`config.mk`:
```
export PLATFORM = sky130hd
export DESIGN_NAME = config_loader
export DESIGN_NICKNAME = d
export VERILOG_FILES = /design/src/rtl/config_loader.sv
export SDC_FILE = /design/constraint.sdc
export NUM_CORES = 1
export LEC_CHECK = 0
export CAP_MARGIN = 5
export CORE_MARGIN = 4
export CORE_UTILIZATION = 35
export CTS_CLUSTER_DIAMETER = 100
export CTS_CLUSTER_SIZE = 8
export DETAILED_ROUTE_END_ITERATION = 6
export HOLD_SLACK_MARGIN = 0.08
export PLACE_DENSITY = 0.52
export SYNTH_ARGS = -nofsm -noshare
export SYNTH_HDL_FRONTEND = slang
export SYNTH_SLANG_ARGS = --single-unit
```
`constraint.sdc`:
```
create_clock -name clock -period 4.1 [get_ports clock]
set_clock_uncertainty 0.15 [all_clocks]
set_input_delay 1.23 -clock clock [delete_from_list [all_inputs] [get_ports clock]]
set_output_delay 1.23 -clock clock [all_outputs]
set_load 0.02 [all_outputs]
```
`src/rtl/config_loader.sv`:
```
// config_loader: clears the tile config chain, then shifts exactly CHAIN_LENGTH bitstream bits into it.
// Optional tail readback check (chain must read back all zeros) built when CONFIG_LOADER_READBACK_EN is defined.
module config_loader #(
  parameter int CHAIN_LENGTH = 36,
  parameter int WORD_WIDTH   = 8
) (
  input  logic                  clock,
  input  logic                  nreset,
  input  logic                  start,
  input  logic [WORD_WIDTH-1:0] word_data,
  input  logic                  word_valid,
  output logic                  word_ready,
  output logic                  config_out,
  output logic                  config_enable,
  output logic                  config_nreset,
  input  logic                  config_in,
  output logic                  busy,
  output logic                  done,
  output logic                  error
);

  localparam int NUM_WORDS = (CHAIN_LENGTH + WORD_WIDTH - 1) / WORD_WIDTH;
  localparam int LAST_BITS = CHAIN_LENGTH - (NUM_WORDS - 1) * WORD_WIDTH;
  localparam int CNT_W     = $clog2(CHAIN_LENGTH + 1);
  localparam int IDX_W     = $clog2(NUM_WORDS + 1);
  localparam int REM_W     = $clog2(WORD_WIDTH + 1);

  localparam logic [1:0] S_IDLE  = 2'd0;
  localparam logic [1:0] S_CLEAR = 2'd1;
  localparam logic [1:0] S_LOAD  = 2'd2;
  localparam logic [1:0] S_DONE  = 2'd3;

  logic [1:0]            state_q, state_d;
  logic                  clr_q, clr_d;
  logic [WORD_WIDTH-1:0] shreg_q, shreg_d;
  logic [REM_W-1:0]      rem_q, rem_d;
  logic [IDX_W-1:0]      widx_q, widx_d;
  logic [CNT_W-1:0]      bits_q, bits_d;
  logic                  word_ready_q, word_ready_d;
  logic                  config_out_q, config_out_d;
  logic                  config_enable_q, config_enable_d;
  logic                  config_nreset_q, config_nreset_d;
  logic                  busy_q, busy_d;
  logic                  done_q, done_d;
  logic                  accept;

  assign accept = word_valid && word_ready_q;

  // rem_q counts bits still queued behind the one currently on config_out.
  always_comb begin
    state_d         = state_q;
    clr_d           = clr_q;
    shreg_d         = shreg_q;
    rem_d           = rem_q;
    widx_d          = widx_q;
    bits_d          = bits_q;
    config_out_d    = 1'b0;
    config_enable_d = 1'b0;
    case (state_q)
      S_IDLE: begin
        if (start) begin
          state_d = S_CLEAR;
          clr_d   = 1'b0;
          rem_d   = '0;
          widx_d  = '0;
          bits_d  = '0;
        end
      end
      S_CLEAR: begin
        clr_d = 1'b1;
        if (clr_q) begin
          state_d = S_LOAD;
        end
      end
      S_LOAD: begin
        if (bits_q == CNT_W'(CHAIN_LENGTH)) begin
          state_d = S_DONE;
        end else if (accept) begin
          config_out_d    = word_data[0];
          config_enable_d = 1'b1;
          shreg_d         = word_data >> 1;
          // The final word only carries the bits that still fit in the chain.
          rem_d  = (widx_q == IDX_W'(NUM_WORDS - 1)) ? REM_W'(LAST_BITS - 1) : REM_W'(WORD_WIDTH - 1);
          widx_d = widx_q + 1'b1;
          bits_d = bits_q + 1'b1;
        end else if (rem_q != '0) begin
          config_out_d    = shreg_q[0];
          config_enable_d = 1'b1;
          shreg_d         = shreg_q >> 1;
          rem_d           = rem_q - 1'b1;
          bits_d          = bits_q + 1'b1;
        end
      end
      S_DONE: begin
        state_d = S_IDLE;
      end
      default: begin
        state_d = S_IDLE;
      end
    endcase

    word_ready_d    = (state_d == S_LOAD) && (widx_d < IDX_W'(NUM_WORDS)) && (rem_d == '0);
    config_nreset_d = (state_d != S_CLEAR);
    busy_d          = (state_d != S_IDLE);
    done_d          = (state_d == S_DONE);
  end

  always_ff @(posedge clock or negedge nreset) begin
    if (!nreset) begin
      state_q         <= S_IDLE;
      clr_q           <= 1'b0;
      shreg_q         <= '0;
      rem_q           <= '0;
      widx_q          <= '0;
      bits_q          <= '0;
      word_ready_q    <= 1'b0;
      config_out_q    <= 1'b0;
      config_enable_q <= 1'b0;
      config_nreset_q <= 1'b0;
      busy_q          <= 1'b0;
      done_q          <= 1'b0;
    end else begin
      state_q         <= state_d;
      clr_q           <= clr_d;
      shreg_q         <= shreg_d;
      rem_q           <= rem_d;
      widx_q          <= widx_d;
      bits_q          <= bits_d;
      word_ready_q    <= word_ready_d;
      config_out_q    <= config_out_d;
      config_enable_q <= config_enable_d;
      config_nreset_q <= config_nreset_d;
      busy_q          <= busy_d;
      done_q          <= done_d;
    end
  end

  assign word_ready    = word_ready_q;
  assign config_out    = config_out_q;
  assign config_enable = config_enable_q;
  assign config_nreset = config_nreset_q;
  assign busy          = busy_q;
  assign done          = done_q;

`ifdef CONFIG_LOADER_READBACK_EN
  logic err_acc_q, err_acc_d;
  logic error_q, error_d;

  // The chain was cleared, so anything but zeros at the tail means a broken chain.
  always_comb begin
    err_acc_d = err_acc_q;
    error_d   = error_q;
    if (state_q == S_IDLE && start) begin
      err_acc_d = 1'b0;
      error_d   = 1'b0;
    end else if (state_q == S_LOAD && config_enable_q && config_in) begin
      err_acc_d = 1'b1;
    end
    if (state_d == S_DONE) begin
      error_d = err_acc_d;
    end
  end

  always_ff @(posedge clock or negedge nreset) begin
    if (!nreset) begin
      err_acc_q <= 1'b0;
      error_q   <= 1'b0;
    end else begin
      err_acc_q <= err_acc_d;
      error_q   <= error_d;
    end
  end

  assign error = error_q;
`else
  logic unused_config_in;
  assign unused_config_in = config_in;
  assign error            = 1'b0;
`endif

endmodule
```
Word level (Yosys, flattened, before mapping)

Cells that the tools add are included.

Output and inout bits: 7
ROM bits: 0
Memories kept: 0
Memory bits (writable): 0
Bits in latches: 0
Register bits after elaboration: 30

Mux-type cells: 31
Equality and inequality tests: 11
Bitwise gates (word level): 1
Divide/modulo/power cells: 0
Shifts and indexed selects: 0
Reductions and logical operators: 13
$lt $le $gt $ge: 1
Add/sub/neg operators: 3
Multiply operators: 0

Operators with widths:

| kind                                              | count |
|---|---|
| two-way mux 6 bit                                 | 4 |
| two-way mux 4 bit                                 | 4 |
| two-way mux 8 bit                                 | 2 |
| two-way mux 3 bit                                 | 4 |
| case mux 6 bit (2 select lines)                   | 1 |
| two-way mux 1 bit                                 | 9 |
| equality test 2 bit (second input constant)       | 4 |
| case mux 2 bit (4 select lines)                   | 1 |
| case mux 4 bit (2 select lines)                   | 1 |
| nonzero test 2 bit                                | 4 |
| adder 6 x 1 -> 6 bit (second input constant)      | 1 |
| equality test 6 bit (second input constant)       | 1 |
| two-way mux 2 bit                                 | 3 |
| case mux 3 bit (2 select lines)                   | 1 |
| zero test 4 bit                                   | 1 |
| inequality test 2 bit (second input constant)     | 2 |
| AND reduction 4 bit                               | 1 |
| nonzero test 4 bit                                | 1 |
| subtractor 4 x 1 -> 4 bit (second input constant) | 1 |
| adder 3 x 1 -> 3 bit (second input constant)      | 1 |
| equality test 3 bit (second input constant)       | 1 |
| logical AND 1 bit                                 | 3 |
| < comparator 3 bit (second input constant)        | 1 |
| inequality test 3 bit (second input constant)     | 1 |
| other kinds (7)                                   | 7 |

Longest topological paths before layout

Gate-level depths: netlist of run 1.

Depth in word-level cells: 7
Depth in mapped cells: 8
Mapped depth without buffers: 7

Worst setup path before layout of run 1

OpenSTA, ideal clock, no wires.

Path kind: input port to flip-flop
From: in word_valid
To: reg shreg_q[3]
Arrival time: 2,349 ps
Buffers on the path: 2
Setup slack: 1,466 ps
Stages: 6
Required time: 3,815 ps
Path through: nand2_1 -> buf_1 -> nand2_1 -> nand2_1 -> clkbuf_1 -> o21ai_0

Cells in the longest elaborated chain, start to end: 3
Elaborated cells on any way between the ends: 4
Classes of those cells: 1 x mux; 3 x reduce/logical

Ends and longest elaborated chain:

| item                                 | line | text |
|---|---|---|
| start, declared                      | 11   | `input logic word_valid,` |
| logical AND 1 bit *                  | 47   | `assign accept = word_valid && word_ready_q;` |
| nonzero test 2 bit (no source line)  | -    |  |
| AND reduction 3 bit (no source line) | -    |  |
| end signal, assigned                 | 125  | `shreg_q <= shreg_d;` |
| end, declared                        | 35   | `logic [WORD_WIDTH-1:0] shreg_q, shreg_d;` |

Every way passes the cells marked *; elsewhere a longest branch is shown, timed or not.
A chain may end at the register's enable or synchronous reset.

Worst setup path after layout of run 1

From: in word_valid
To: reg bits_q[5]

Cells in the longest elaborated chain, start to end: 4
Elaborated cells on any way between the ends: 6
Classes of those cells: 1 x eq/ne; 3 x mux; 2 x reduce/logical

Ends and longest elaborated chain:

| item                            | line | text |
|---|---|---|
| logical AND 1 bit *             | 47   |  |
| two-way mux 6 bit               | 78   | `end else if (accept) begin` |
| two-way mux 6 bit               | 76   | `if (bits_q == CNT_W'(CHAIN_LENGTH)) begin` |
| case mux 6 bit (2 select lines) | 59   | `case (state_q)` |
| end signal, assigned            | 128  | `bits_q <= bits_d;` |
| end, declared                   | 38   | `logic [CNT_W-1:0] bits_q, bits_d;` |

Every way passes the cells marked *; elsewhere a longest branch is shown, timed or not. The select of a mux whose other input is x is not followed.

==> reports/metrics.cfg, run 1 <==
[run_status]
outcome = completed

[sta]
max_clock_freq_mhz = 331.0
maxSlewViolCount = 0
period_minus_slack_ns = 3.021
max_slew_margin_pct = 60.66
hold_slack_ns = 0.3318
post-route-period-util_pct = 73.68
rsz0062_at_grt = false
tightest_slew_ns = 0.5888
setup_tns_ns = 0
hold_viol_final = 0
setup_violations = 0

[floorplanning]
dieArea_um2 = 5290
ios = 20
die_y_um = 72.73
rows = 23
die_w_um = 72.73
initial_core_util_pct = 36.40
core_um2 = 4029

[setup_path]
required_ns = 4.15
start_kind = input port
crit_path_top_delay_cell = clkdlybuf4s50_1
critical_path_class = input port to flop
arrival_ns = 3.08
cp_max_fo = 8
critical-path-top-delay-family = simple AND/OR/NAND/NOR gates
cp_slowest_stage_delay_ns = 0.59
critPathCaptureType = flop
crit_chain = clkdlybuf4s50_1 -> nand2_1 -> a221oi_4 -> o21ai_2 -> or4_1 -> a21boi_1
crit_buf_inv = 1

[final_layout]
layout-drive-gt1-share_pct = 8.235
filler_cell_count = 397
nNetsFinal = 187
area_delta_synth_final_pct = 24.74
n_antenna_cell = 0

[logic_synthesis]
synth_area_um2 = 1466
ys.flop_type = dfrtp_1
synthArstFlopShare_pct = 100.0
ys_ff_latch = 29
synthDistinctLibCells = 39
synth_nets = 165
synth_edf_count = 0
yosysWarnings = 0
synthCells = 147
postSynthAreaPerCell_um2 = 9.976
seq_area_frac_synth_pct = 49.49

[placement]
place_hpwl_um = 2158
gp_congestion = 0.8459
io_buffers = 17

[global_route]
grt_pass1_wl_um = 5271
track_usage_pct = 13.22
antenna_found_initial = 0
grt_pass1_vias = 1132
grt_max_degree = 30
overflow = 0

[clocking]
cts.hold.buffers_added = 0
root_buffer = clkbuf_8
cts_tree = yes
path_clk_slew_ns = 0.07
clk_path_buf_depth = 2
cts_max_level = 2
cts-resized-gates = 0
cts_buffers = 5
cts_setup_buffers = 0
cts_sinks = 29
worstSkewPairLatency_ns = 0.28

[route]
routedWlPerCell_um = 13.60
dr.pass1.iters = 4
drtAntennaViolNets = 0
drtIter0Drc = 69
wl_um = 2992
viasPerCell = 5.341
vias = 1175
drcViolationCount = 0

[run]
maxCapViolations = 0

[worst_hold_path]
hp-class = flop to flop

[pwr]
peakVddDrop_uv = 251.1
powerDensity_nw_per_um2 = 668.4
leakagePower_nw = 0.8141

[cell families (layout without fill, tap and decap cells)]
group / after synthesis / after routing / synth area share [%]
adder cells (fa/ha/maj): 5 / 5 / 4.266
other: 1 / 1 / 0.2557
AO/OA/AOI/OAI: 40 / 40 / 19.03
multiplexers: 9 / 9 / 6.229
flip-flops: 29 / 29 / 49.49
buffers and inverters: 14 / 37 / 3.840
AND/OR/NAND/NOR: 49 / 49 / 16.90
[power by group]
group	switching, mW	internal [mW]	leakage [nW]
registers	0.0818	0.372	0.385
logic	0.242	0.174	0.361
clock network	0.111	0.241	0.0681
total	0.435	0.788	0.814
[worst paths after layout]
check	start	to	slack, ns	cells past startpoint
setup / recovery	word_valid	bits_q[5]	1.08	6
max in group asynchronous	nreset	config_out	2.35	2
hold / removal	shreg_q[2]	shreg_q[2]	0.33	2
hold reg to reg	shreg_q[2]	shreg_q[2]	0.33	2
setup reg to reg	rem_q[0]	word_ready	1.73	7
min in group asynchronous	nreset	widx_q[1]	1.18	2
[cell usage after synthesis, drive strengths merged (2+ instances only)]
master	number	share of area, %
dfrtp	29	49
nand2	25	6.4
o21ai	15	5.4
inv	10	2.6
mux2i	8	5.5
a21oi	5	1.7
ha	5	4.3
nand2b	5	2.1
nand3	4	1.4
o211ai	4	2.0
a22o	3	1.8
nor2	3	0.77
o31ai	3	1.5
a21boi	2	1.0
buf	2	0.77
clkbuf	2	0.51
nor4	2	0.85
o221ai	2	1.2
[metrics by stage]
stage / instances / worst slack [ns] / util [%] / power (mW) / cell area [µm²]
final: 220 / 1.079 / 45.40 / 1.223 / 1829
after global routing: 220 / 0.8503 / 45.40 / 1.315 / 1829
after CTS: 220 / 1.050 / 45.40 / 1.236 / 1829
after detailed placement: 212 / 0.7490 / 42.08 / 0.8768 / 1695
after global placement: 212 / 0.7897 / 42.08 / 0.8611 / 1695
after floorplan: 147 / 1.466 / - / 0.7388 / 1466
[cell type report]
type,instances,area [µm²],area share [%]
timing repair buffer,19,185.2,10.12
inverter,10,37.54,2.052
sequential,29,725.7,39.67
tap,50,62.56,3.420
clock inverter,3,65.06,3.557
multi-input combinational,104,684.4,37.41
clock buffer,5,68.82,3.762
[placed cells by master (no fill, tap or decap), types with 4 or more instances in the layout]
cell / instances
a21oi_1: 5
clkbuf_8: 5
clkdlybuf4s50_1: 17
dfrtp_1: 29
ha_1: 5
inv_1: 10
mux2i_1: 8
nand2_1: 25
nand2b_1: 5
nand3_1: 4
o211ai_1: 4
o21ai_0: 14
[flip-flops by register name, indices dropped and copies added (netlist names)]
signal / flops
config_out: 1
clr_q: 1
word_ready: 1
config_enable: 1
config_nreset: 1
widx_q: 3
rem_q: 4
busy: 1
state_q: 2
done: 1
shreg_q: 7
bits_q: 6
[worst reg2reg max path: cells and delay by family, from the launching register on]
kind	cells	cell delay, ns
fa+ha+maj	1	0.18
compound gates	1	0.17
buf+inv	1	0.07
flops	1	0.42
simple gates	4	1.28
[per-layer routing]
metal	track usage, %	wire length, µm
met1	16.75	1355
met2	19.54	1375
met3	3.857	185
met4	8.607	76
met5	0	0
Note: power is estimated with default switching activity, not from simulation.
==> run 2, diff against run 1 <==
Settings changed: PLACE_DENSITY 0.52 to 0.54.
Clock period 4.1 ns to 2.6 ns, I/O delays scaled along.
==> run 2 against run 1 <==
  * Final area increased by 0.68%
  * First-iteration DRC count decreased by 33%
  * Critical path depth unchanged
  * Die area unchanged
  * Combinational power increased by 71%
  * Sequential share of layout area decreased by 0.27 points
  * Hold slack improved by 0.0062 ns
  * Cell count increased by 3.2%
==> reports/metrics.cfg, run 2 (same netlist as run 1, synthesis figures left out) <==
[clocking]
cts.hold.buffers_added = 0  ; unchanged
clk_path_buf_depth = 2  ; unchanged
path_clk_slew_ns = 0.06  ; was 0.07 ns
worstSkewPairLatency_ns = 0.28  ; about the same
cts_setup_buffers = 0  ; unchanged
cts_sinks = 29  ; unchanged
cts_max_level = 2  ; unchanged
root_buffer = clkbuf_8  ; unchanged
cts_buffers = 5  ; unchanged
cts_tree = yes  ; unchanged
cts-resized-gates = 0  ; unchanged

[pwr]
power_mw = 1.792  ; was 1.223 mW
leakagePower_nw = 0.8277  ; was 0.8141 nW
powerDensity_nw_per_um2 = 972.9  ; was 668.4 nW/µm²
peakVddDrop_uv = 395.2  ; was 251.1 µV

[sta]
maxSlewViolCount = 0  ; unchanged
setup_tns_ns = 0  ; unchanged
max_clock_freq_mhz = 422.6
hold_viol_final = 0  ; unchanged
hold_slack_ns = 0.3380  ; was 0.3318 ns
post-route-period-util_pct = 91.00
period_minus_slack_ns = 2.366
setup_violations = 0  ; unchanged
rsz0062_at_grt = false  ; unchanged
setup_slack_ns = 0.2339  ; was 1.079 ns

[final_layout]
utilization_pct = 45.71  ; was 45.40%
area_delta_synth_final_pct = 25.60  ; was 24.74%
largest_register_ffs = 7  ; unchanged
n_antenna_cell = 0  ; unchanged
nNetsFinal = 195  ; was 187
layout-drive-gt1-share_pct = 11.30  ; was 8.235%
top_regs = shreg_q x7, bits_q x6, rem_q x4  ; unchanged
top_register = shreg_q  ; unchanged
filler_cell_count = 416  ; was 397
final_cells = 227  ; was 220
finalInstanceArea_um2 = 1842  ; was 1829 µm²
layout_commonest_cell = dfrtp_1  ; unchanged
mostFrequentLayoutCells = 29 x dfrtp_1, 25 x nand2_1, 17 x clkdlybuf4s50_1, 14 x o21ai_0  ; was 29 x dfrtp_1, 25 x nand2_1, 17 x clkdlybuf4s50_1, 14 x o21ai_0, 10 x inv_1

[route]
drcViolationCount = 0  ; unchanged
wl_um = 3143  ; was 2992 µm
viasPerCell = 5.185  ; was 5.341
drtAntennaViolNets = 0  ; unchanged
vias = 1177  ; was 1175
routedWlPerCell_um = 13.85  ; was 13.60 µm
dr.pass1.iters = 4  ; unchanged
drtIter0Drc = 46  ; was 69

[floorplanning]
die_w_um = 72.73  ; unchanged
initial_core_util_pct = 36.40  ; unchanged
core_um2 = 4029  ; unchanged
die_y_um = 72.73  ; unchanged
dieArea_um2 = 5290  ; unchanged
rows = 23  ; unchanged
ios = 20  ; unchanged

[global_route]
grt_pass1_vias = 1192  ; was 1132
grt_max_degree = 30  ; unchanged
track_usage_pct = 13.54  ; was 13.22%
antenna_found_initial = 0  ; unchanged
grt_pass1_wl_um = 5395  ; was 5271 µm
overflow = 0  ; unchanged

[run_status]
outcome = completed  ; unchanged

[setup_path]
critical_path_class = input port to flop  ; unchanged
required_ns = 2.66  ; was 4.15 ns
rr_worst_depth = 8  ; was 7
start_kind = input port  ; unchanged
arrival_ns = 2.43  ; was 3.08 ns
critPathCaptureType = flop  ; unchanged
cp_max_fo = 3  ; was 8

[worst_hold_path]
hp-class = flop to flop  ; unchanged
min_delay_path_depth = 2  ; unchanged

[placement]
io_buffers = 17  ; unchanged
placedCellCount = 220  ; was 212
placedInstanceArea_um2 = 1755  ; was 1695 µm²
pre_cts_ws_ns = -0.05872  ; was 0.7490 ns
place_hpwl_um = 2318  ; was 2158 µm
gp_congestion = 0.8565  ; was 0.8459

[run]
maxCapViolations = 0  ; unchanged

run 2: path summary, 6_finish.rpt:
path	slack, ns	startpoint	to
min in group asynchronous	0.73	nreset	bits_q[2]
max	0.23	word_valid	bits_q[5]
max in group asynchronous	1.28	nreset	shreg_q[0]
min	0.34	shreg_q[4]	shreg_q[4]
max reg2reg	0.40	rem_q[0]	bits_q[5]
min reg2reg	0.34	shreg_q[4]	shreg_q[4]
run 2: worst max-delay path, cell delays in order:
cell and delay, ns:
clkdlybuf4s50_1 0.52, nand2_1 0.12, a221oi_4 0.27, o21ai_2 0.09, or4_1 0.50, a21boi_1 0.14
run 2: routing by layer:
| metal | track usage [%] | wire (µm) | vias to the layer above |
|---|---|---|---|
| met5 | 0 | 0 | - |
| met4 | 6.352 | 42 | 0 |
| met3 | 6.612 | 248 | 4 |
| met2 | 20.94 | 1490 | 40 |
| met1 | 15.71 | 1362 | 554 |
| li1 | - | - | 579 |
run 2: power by group:
part | total [mW] | switching [mW] | internal, mW | leakage (nW)
clock network | 0.364 | 0.154 | 0.209 | 0.0443
logic | 0.713 | 0.393 | 0.319 | 0.399
registers | 0.716 | 0.128 | 0.587 | 0.385
total | 1.79 | 0.676 | 1.12 | 0.828
run 2: final cells by class:
cell class | instances | area (µm²) | area share [%]
Inverter | 10 | 37.54 | 2.038
Multi-Input combinational cell | 104 | 684.4 | 37.16
Clock buffer | 7 | 86.33 | 4.687
Timing Repair Buffer | 27 | 245.2 | 13.32
Tap cell | 50 | 62.56 | 3.397
Sequential cell | 29 | 725.7 | 39.40
